===== src/rtl/selector_pkg.sv =====
// Shared constants and helpers for the multi-input selector register.
package selector_pkg;

  localparam logic MODE_EXPLICIT = 1'b0;
  localparam logic MODE_RR       = 1'b1;

  localparam int unsigned STALL_CNT_W = 16;

  // Index width for n channels, never narrower than one bit.
  function automatic int unsigned sel_clog2(input int unsigned n);
    int unsigned w;
    w = 1;
    for (int i = 1; i < 31; i++) begin
      if ((32'd1 << i) < n) w = 32'(i + 1);
    end
    return w;
  endfunction

endpackage


===== src/rtl/rr_grant_picker.sv =====
// Round-robin grant search: first requesting channel after ptr, wrapping modulo NUM_IN.
module rr_grant_picker
  import selector_pkg::*;
#(
  parameter  int unsigned NUM_IN = 4,
  localparam int unsigned SEL_W  = sel_clog2(NUM_IN)
) (
  input  logic [NUM_IN-1:0] req,
  input  logic [SEL_W-1:0]  ptr,
  output logic [SEL_W-1:0]  gnt_idx_c,
  output logic              gnt_vld_c
);

  int unsigned cand;

  // Walk from the farthest offset down so the nearest requester wins last.
  always_comb begin
    gnt_idx_c = '0;
    gnt_vld_c = 1'b0;
    cand      = 0;
    for (int off = NUM_IN; off > 0; off--) begin
      cand = 32'(ptr) + 32'(off);
      if (cand >= NUM_IN) cand = cand - NUM_IN;
      if (req[SEL_W'(cand)]) begin
        gnt_idx_c = SEL_W'(cand);
        gnt_vld_c = 1'b1;
      end
    end
  end

endmodule


===== src/rtl/multi_input_selector_reg.sv =====
// NUM_IN:1 valid/ready selector into a one-entry output register, explicit or round-robin.
// Optional stall counter port StallCount is enabled by defining SELECTOR_STALL_CNT_EN.
module multi_input_selector_reg
  import selector_pkg::*;
#(
  parameter  int unsigned WIDTH  = 32,
  parameter  int unsigned NUM_IN = 4,
  localparam int unsigned SEL_W  = sel_clog2(NUM_IN)
) (
  input  logic                    CLK,
  input  logic                    RST_n,
  input  logic [NUM_IN*WIDTH-1:0] InData,
  input  logic [NUM_IN-1:0]       InValid,
  output logic [NUM_IN-1:0]       InReady,
  input  logic                    Mode,
  input  logic [SEL_W-1:0]        Control,
  output logic [WIDTH-1:0]        OutData,
  output logic [SEL_W-1:0]        OutSource,
  output logic                    OutValid,
  input  logic                    OutReady
`ifdef SELECTOR_STALL_CNT_EN
  ,
  output logic [STALL_CNT_W-1:0]  StallCount
`endif
);

  logic [WIDTH-1:0] out_data_q, out_data_d;
  logic [SEL_W-1:0] out_src_q, out_src_d;
  logic             out_vld_q, out_vld_d;
  logic [SEL_W-1:0] rr_ptr_q, rr_ptr_d;

  logic             load_en_c;
  logic             exp_vld_c;
  logic [SEL_W-1:0] rr_idx_c;
  logic             rr_vld_c;
  logic [SEL_W-1:0] gnt_idx_c;
  logic             gnt_vld_c;
  logic             accept_c;
  logic [WIDTH-1:0] sel_data_c;

  rr_grant_picker #(
    .NUM_IN (NUM_IN)
  ) u_rr_grant_picker (
    .req       (InValid),
    .ptr       (rr_ptr_q),
    .gnt_idx_c (rr_idx_c),
    .gnt_vld_c (rr_vld_c)
  );

  // Explicit grant compares against each real channel, so an out-of-range Control never matches.
  always_comb begin
    exp_vld_c = 1'b0;
    for (int i = 0; i < NUM_IN; i++) begin
      if ((Control == SEL_W'(i)) && InValid[i]) exp_vld_c = 1'b1;
    end
  end

  always_comb begin
    load_en_c = !out_vld_q || OutReady;
    gnt_idx_c = (Mode == MODE_RR) ? rr_idx_c : Control;
    gnt_vld_c = (Mode == MODE_RR) ? rr_vld_c : exp_vld_c;
    accept_c  = RST_n && load_en_c && gnt_vld_c;
  end

  always_comb begin
    InReady = '0;
    for (int i = 0; i < NUM_IN; i++) begin
      InReady[i] = accept_c && (gnt_idx_c == SEL_W'(i));
    end
  end

  always_comb begin
    sel_data_c = '0;
    for (int i = 0; i < NUM_IN; i++) begin
      if (gnt_idx_c == SEL_W'(i)) sel_data_c = InData[i*WIDTH +: WIDTH];
    end
  end

  // Output register next state; data and source hold when the register drains empty.
  always_comb begin
    out_data_d = out_data_q;
    out_src_d  = out_src_q;
    out_vld_d  = out_vld_q;
    rr_ptr_d   = rr_ptr_q;
    if (accept_c) begin
      out_data_d = sel_data_c;
      out_src_d  = gnt_idx_c;
      out_vld_d  = 1'b1;
      if (Mode == MODE_RR) rr_ptr_d = gnt_idx_c;
    end else if (OutReady) begin
      out_vld_d = 1'b0;
    end
  end

  always_ff @(posedge CLK) begin
    if (!RST_n) begin
      out_data_q <= '0;
      out_src_q  <= '0;
      out_vld_q  <= 1'b0;
      rr_ptr_q   <= SEL_W'(NUM_IN - 1);
    end else begin
      out_data_q <= out_data_d;
      out_src_q  <= out_src_d;
      out_vld_q  <= out_vld_d;
      rr_ptr_q   <= rr_ptr_d;
    end
  end

  assign OutData   = out_data_q;
  assign OutSource = out_src_q;
  assign OutValid  = out_vld_q;

`ifdef SELECTOR_STALL_CNT_EN
  logic [STALL_CNT_W-1:0] stall_cnt_q, stall_cnt_d;

  // Saturating count of cycles the consumer holds a valid word back.
  always_comb begin
    stall_cnt_d = stall_cnt_q;
    if (out_vld_q && !OutReady && (stall_cnt_q != '1)) begin
      stall_cnt_d = stall_cnt_q + STALL_CNT_W'(1);
    end
  end

  always_ff @(posedge CLK) begin
    if (!RST_n) stall_cnt_q <= '0;
    else        stall_cnt_q <= stall_cnt_d;
  end

  assign StallCount = stall_cnt_q;
`endif

endmodule


===== config.mk =====
export PLATFORM = sky130hd
export DESIGN_NAME = multi_input_selector_reg
export DESIGN_NICKNAME = d
export VERILOG_FILES = /design/src/rtl/selector_pkg.sv /design/src/rtl/rr_grant_picker.sv /design/src/rtl/multi_input_selector_reg.sv
export SDC_FILE = /design/constraint.sdc
export NUM_CORES = 1
export LEC_CHECK = 0
export ABC_AREA = 1
export CORE_MARGIN = 2
export CORE_UTILIZATION = 40
export DETAILED_ROUTE_END_ITERATION = 12
export PLACE_DENSITY = 0.9
export SYNTH_ARGS = -nofsm -noshare
export SYNTH_HDL_FRONTEND = slang
export SYNTH_SLANG_ARGS = --single-unit

===== constraint.sdc =====
create_clock -name CLK -period 3.1 [get_ports CLK]
set_clock_uncertainty 0.1 [all_clocks]
set_input_delay 0.31 -clock CLK [delete_from_list [all_inputs] [get_ports CLK]]
set_output_delay 0.31 -clock CLK [all_outputs]
set_load 0.005 [all_outputs]

==> results.md, run 1 <==
* R2R setup slack at roughly 450 ps
* Post-CTS Setup Repair Bufs at 0
* FF-to-FF Start: rr_ptr_q[0]
* Crit path cell chain: clkdlybuf4s50_1, inv_1, o21ai_2, nand2_1, nand2_1, nand2_1, nand2_1, nand2_1, nand3_4, nand2_2, inv_2, nand2_1, nor2_1, clkdlybuf4s50_1
* Arr. time, crit path at 2530 ps
* Initial antenna violation count at 0
* Syn nets at about 640
* Antenna Violating Nets Remaining at 0
* Mean Syn Cell Area at around 5.5 um2
* Final hold vios at 0
* DP HPWL at 7920 um
* CTS H-tree depth at 2
* Min-delay worst type: reg -> reg
* Non-filler cells, final at 755
* Global route total overflow at 0
* Count of final setup violators at 0
* Post-synthesis register bit count at 37
* Die area at 7590 um2
* Critical Path Start: InValid[3]
* Final nets at 813
* RSZ-0062 raised after global routing: false
* Post-CTS sizing at 0
* Fin Setup TNS at 0 ps
* 1st-iter DRT viols at 148
* Via density at 4.95
* Slowest stage delay, CP at 530 ps
* Die height at 87.1 um
* Required @ worst endpoint at 2690 ps
* Synthesis Warnings at 0
* Cell count after synthesis at 504
* Row count at 30
* Initial Utilization at 0.409
* Wire per inst at 13.4 um
* CP Launch Type: input pin
* I/O Pins at 177
* Endpoint class of the critical path: primary output
* Via count at 3736
* Min-Delay Path Depth at 2
* Crit Path Category: in -> out
* Sink Count at 37
* Root Buffer: clkbuf_8
* Pin count of the biggest net entering global routing at 31
* Routed wire length at 10100 um
* Synth area leader: nand2_1
* Placed Instances at 748
* CTS tree: done
* First-pass GRT wire length at around 16000 um
* Leakage at 2.17 nW
* ANT cells at 0
* Most frequent cells in the layout: nand2_1, clkdlybuf4s50_1, nor2_1, inv_1, dfxtp_1
* Share of the synthesized area in the top cell type at 0.272
* GRT Util Overall at 0.259
* Status: complete, no violations
* Ranking of synthesized cells by area: nand2_1, dfxtp_1, nor2_1, inv_1, o21ai_0
* CTS Buf Count at 5
* Die Wd at 87.1 um
* R2r worst-path depth at 16
* Vias in the first global route at 3515
* Syn-to-layout area delta at 68.5%
* Worst vdd ir at 0.202 mV
* CTS clk-pin slew, worst paths at 70 ps
* Sequential share of the synthesized area at 0.268
* Hold WS at 377 ps
* Leading cell type in the layout, fill and taps excluded: nand2_1
* Max FO, Critical Path at 9
* DRT Pass-1 Iters at 4
* Final Cycle Share at 0.948
* Hold Crit Start: OutSource[1]
* RePlAce Congestion at 0.902
* Clk_lat worst skew at between 200 and 300 ps
* Slew headroom at 0.772
* Core area at 6760 um2
* Slew Viols, Final at 0
* CP max-delay cell: clkdlybuf4s50_1
* Worst-case clock buffer depth at 2
* Min cycle time layout at 2940 ps
* Worst slew pin tran at 342 ps
* CTS Hold Bufs at 0
* PortBufs at 176
* Cell mode on critical path: nand2_1
* Max-cap violations at 0
* Netlist cell types at 26
* Layout cells sized above 1 at 0.0607
* Mapped Area at 2760 um2
* F_max at 0.340 GHz
* Pwr Density at between 300 and 400 nW/um2
* DR DRC count at 0
==> kinds of logic after synthesis <==
kind of cell,Yosys count,synth area share
buffers and inverters,70,0.121
AND/OR/NAND/NOR,340,0.499
AO/OA/AOI/OAI,57,0.111
flip-flops,37,0.268
==> state kept, by name (all words and copies together) (netlist names) <==
| register | count |
|---|---|
| rr_ptr_q | 2 |
| OutValid | 1 |
| OutData | 32 |
| OutSource | 2 |
==> final timing paths <==
path	end
max	InReady[1]
min	OutSource[1]
max reg2reg	OutData[25]
min reg2reg	OutSource[1]
==> cell type report <==
cell class              instances  area (um2)
repair buffers                188        1850
flip-flops and latches         37         742
well taps                      80         100
multi-input cells             397        1690
inverters                      46         178
fillers                       584        2100
clock inverters                 1        7.51
clock buffers                   6        82.6
==> metrics by stage <==
stage	instance area, um2	util	worst slack, ps	total power, mW
2_1_floorplan	2760	-	1110	1.03
3_3_place_gp	4560	0.675	244	1.42
3_5_place_dp	4560	0.675	152	1.44
4_1_cts	4650	0.688	80.1	1.80
5_1_grt	4650	0.689	17.7	1.92
6_report	4650	0.689	160	1.79
==> power by group <==
| group | internal [mW] | switching [mW] | total, mW | leakage, nW |
|---|---|---|---|---|
| registers | 0.550 | 0.0445 | 0.595 | 0.307 |
| logic | 0.438 | 0.401 | 0.838 | 1.82 |
| clock network | 0.176 | 0.185 | 0.361 | 0.0433 |
| total | 1.16 | 0.630 | 1.79 | 2.17 |
==> synth_stat cells <==
cell and number:
nand4_1 14, o2111ai_1 1, nor2_4 1, o21ai_1 9
o21ai_0 26, o211ai_1 3, clkbuf_2 1, nand3_4 1
inv_6 1, nand2_1 200, a21oi_4 1, nand3_1 11
nand3_2 1, buf_6 6, nand2_4 1, inv_2 6
nor2_1 103, clkbuf_1 6, a21oi_1 17, buf_4 3
buf_2 8, inv_1 39, dfxtp_1 37, nor3_1 1
nand2_2 6, or2_2 1
==> worst max-delay path, delay by kind of cell <==
family | cells | cell delay [ps]
AND/OR/NAND/NOR | 9 | 820
AO/OA/AOI/OAI | 1 | 170
buffers and inverters | 4 | 1220
==> layer usage <==
metal / global-route usage / wire length (um)
met3: 0.0654 / 939
met2: 0.489 / 5100
met4: 0.0825 / 251
met1: 0.279 / 3830
met5: 0 / 0
No activity file was read; power rests on OpenSTA's default activity.
==> run 2: changes to the inputs <==
Settings changed: CAP_MARGIN set to 20.
==> results of run 2 <==
Final layout, timing and power as in run 1 (identical DEF).
==> run 3: changes to the inputs <==
Settings changed: PLACE_DENSITY 0.9 to 0.87, SLEW_MARGIN set to 20.
==> run 3 against run 2 <==
  * Fmax rose by 0.12%
  * Combinational power rose by 0.6%
  * First-iteration DRC count rose by 4.7%
  * Sequential share of layout area fell by 0.073 points
  * Clock power rose by 9.4%
  * Global-route usage rose by 0.88 points
  * Count of clock-buffer cells in the layout rose by 1
  * Register-to-register slack improved by 30 ps
==> results.md, run 3 (same netlist as run 1, synthesis figures left out) <==
* Initial Utilization at 0.409 (unchanged)
* Count of final setup violators at 0 (unchanged)
* Required @ worst endpoint at 2690 ps (about the same)
* Tot Pwr at 1.83 mW (was 1.79 mW)
* Slew Viols, Final at 0 (unchanged)
* Syn-to-layout area delta at 69.2% (was 68.5%)
* Layout cells sized above 1 at 0.0592 (was 0.0607)
* Slowest stage delay, CP at 510 ps (was 530 ps)
* DRT Pass-1 Iters at 6 (was 4)
* Antenna Violating Nets Remaining at 0 (unchanged)
* Final Cycle Share at 0.947 (was 0.948)
* Sink Count at 37 (unchanged)
* CTS clk-pin slew, worst paths at 80 ps (was 70 ps)
* Clk_lat worst skew at 290 ps (was 280 ps)
* RePlAce Congestion at 0.969 (was 0.902)
* Die height at 87.1 um (unchanged)
* Global route total overflow at 0 (unchanged)
* Number of flip-flops in the largest register at 32 (unchanged)
* PortBufs at 176 (unchanged)
* Die area at 7590 um2 (unchanged)
* F_max at 0.341 GHz (was 0.340 GHz)
* Hold WS at 380 ps (was 377 ps)
* CTS H-tree depth at 2 (unchanged)
* Pwr Density at 392 nW/um2 (was 386 nW/um2)
* Arr. time, crit path at 2530 ps (about the same)
* Leakage at 2.19 nW (was 2.17 nW)
* Crit Path Category: in -> out (unchanged)
* Vias in the first global route at 3667 (was 3515)
* I/O Pins at 177 (unchanged)
* Final Util at 0.692 (was 0.689)
* Fin Setup TNS at 0 ps (unchanged)
* Slew headroom at 0.737 (was 0.772)
* Row count at 30 (unchanged)
* Via count at 3766 (was 3736)
* Root Buffer: clkbuf_8 (unchanged)
* First-pass GRT wire length at 16200 um (was 15500 um)
* RSZ-0062 raised after global routing: false (unchanged)
* Min cycle time layout at 2940 ps (about the same)
* CP max-delay cell: clkdlybuf4s50_1 (unchanged)
* CTS tree: done (unchanged)
* Core area at 6760 um2 (unchanged)
* Wire per inst at 13.3 um (was 13.4 um)
* CTS Buf Count at 5 (unchanged)
* Final nets at 813 (unchanged)
* Worst slew pin tran at 395 ps (was 342 ps)
* # fillers at 586 (was 584)
* Max FO, Critical Path at 13 (was 9)
* DR DRC count at 0 (unchanged)
* 1st-iter DRT viols at 155 (was 148)
* Crit path cell chain: clkdlybuf4s50_1, inv_1, o21ai_1, nand2_1, nand2_1, nand2_1, nand2_2, nand2_2, nand2_2, nand4_1, inv_1, clkdlybuf4s50_1 (was clkdlybuf4s50_1, inv_1, o21ai_2, nand2_1, nand2_1, nand2_1, nand2_1, nand2_1, nand3_4, nand2_2, inv_2, nand2_1, nor2_1, clkdlybuf4s50_1)
* Min-delay worst type: reg -> reg (unchanged)
* Die Wd at 87.1 um (unchanged)
* Max-cap violations at 0 (unchanged)
* Initial antenna violation count at 0 (unchanged)
* Via density at 4.98 (was 4.95)
* Worst-case clock buffer depth at 2 (unchanged)
* Routed wire length at 10100 um (about the same)
* Placed Instances at 748 (unchanged)
* ANT cells at 0 (unchanged)
* Leading cell type in the layout, fill and taps excluded: nand2_1 (unchanged)
* Pin count of the biggest net entering global routing at 31 (unchanged)
* Final hold vios at 0 (unchanged)
* DP HPWL at 7680 um (was 7920 um)
* Endpoint class of the critical path: primary output (unchanged)
* Non-filler cells, final at 756 (was 755)
* CTS Hold Bufs at 0 (unchanged)
* CP Launch Type: input pin (unchanged)
* Most frequent cells in the layout: nand2_1, clkdlybuf4s50_1, nor2_1, inv_1, dfxtp_1 (unchanged)
* GRT Util Overall at 0.268 (was 0.259)
* Worst vdd ir at 0.205 mV (was 0.202 mV)
* Status: complete, no violations (unchanged)
## run 3: where the power goes
| part | total [mW] | leakage, nW | internal (mW) | switching (mW) |
|---|---|---|---|---|
| registers | 0.595 | 0.307 | 0.550 | 0.0450 |
| clock network | 0.395 | 0.0549 | 0.206 | 0.190 |
| logic | 0.843 | 1.83 | 0.441 | 0.402 |
| total | 1.83 | 2.19 | 1.20 | 0.637 |
## run 3: cell type report
class / instances / area [um2] / share of cell area
timing repair buffer: 188 / 1860 / 0.399
multi-input combinational: 397 / 1690 / 0.361
sequential: 37 / 742 / 0.159
inverter: 46 / 178 / 0.0380
tap: 80 / 100 / 0.0214
clock buffer: 7 / 96.3 / 0.0206
clock inverter: 1 / 8.76 / 0.00187
## run 3: critical path: cells and delay by family
kind            cells  cell delay [ps]
compound gates      1              200
simple gates        7              830
buf+inv             4             1200
## run 3: what timing repair did
action | CTS | global route
gates resized for setup | 0 | 1
setup endpoints to repair | 0 | 4
setup buffers | 0 | 0
## run 3: stage by stage
stage	worst slack, ps	cell area, um2
floorplan	1110	2760
global placement	242	4570
detailed placement	167	4570
CTS	17.0	4670
global route	2.70	4680
finish	164	4680
## run 3: path summary, 6_finish.rpt
kind | start | endpoint | slack, ps | depth (start not counted)
worst max-delay path | InValid[3] | InReady[3] | 160 | 12
worst min-delay path | OutData[0] | OutData[0] | 380 | 2
worst max register to register | rr_ptr_q[0] | OutData[9] | 480 | 13
worst min register to register | OutData[0] | OutData[0] | 380 | 2
## run 3: metal layers
metal | global-route usage | vias to the layer above | wire length, um
met5 | 0 | - | 0
met4 | 0.0909 | 0 | 194
met3 | 0.0730 | 18 | 1020
met2 | 0.489 | 190 | 4980
met1 | 0.297 | 1664 | 3850
li1 | - | 1894 | -
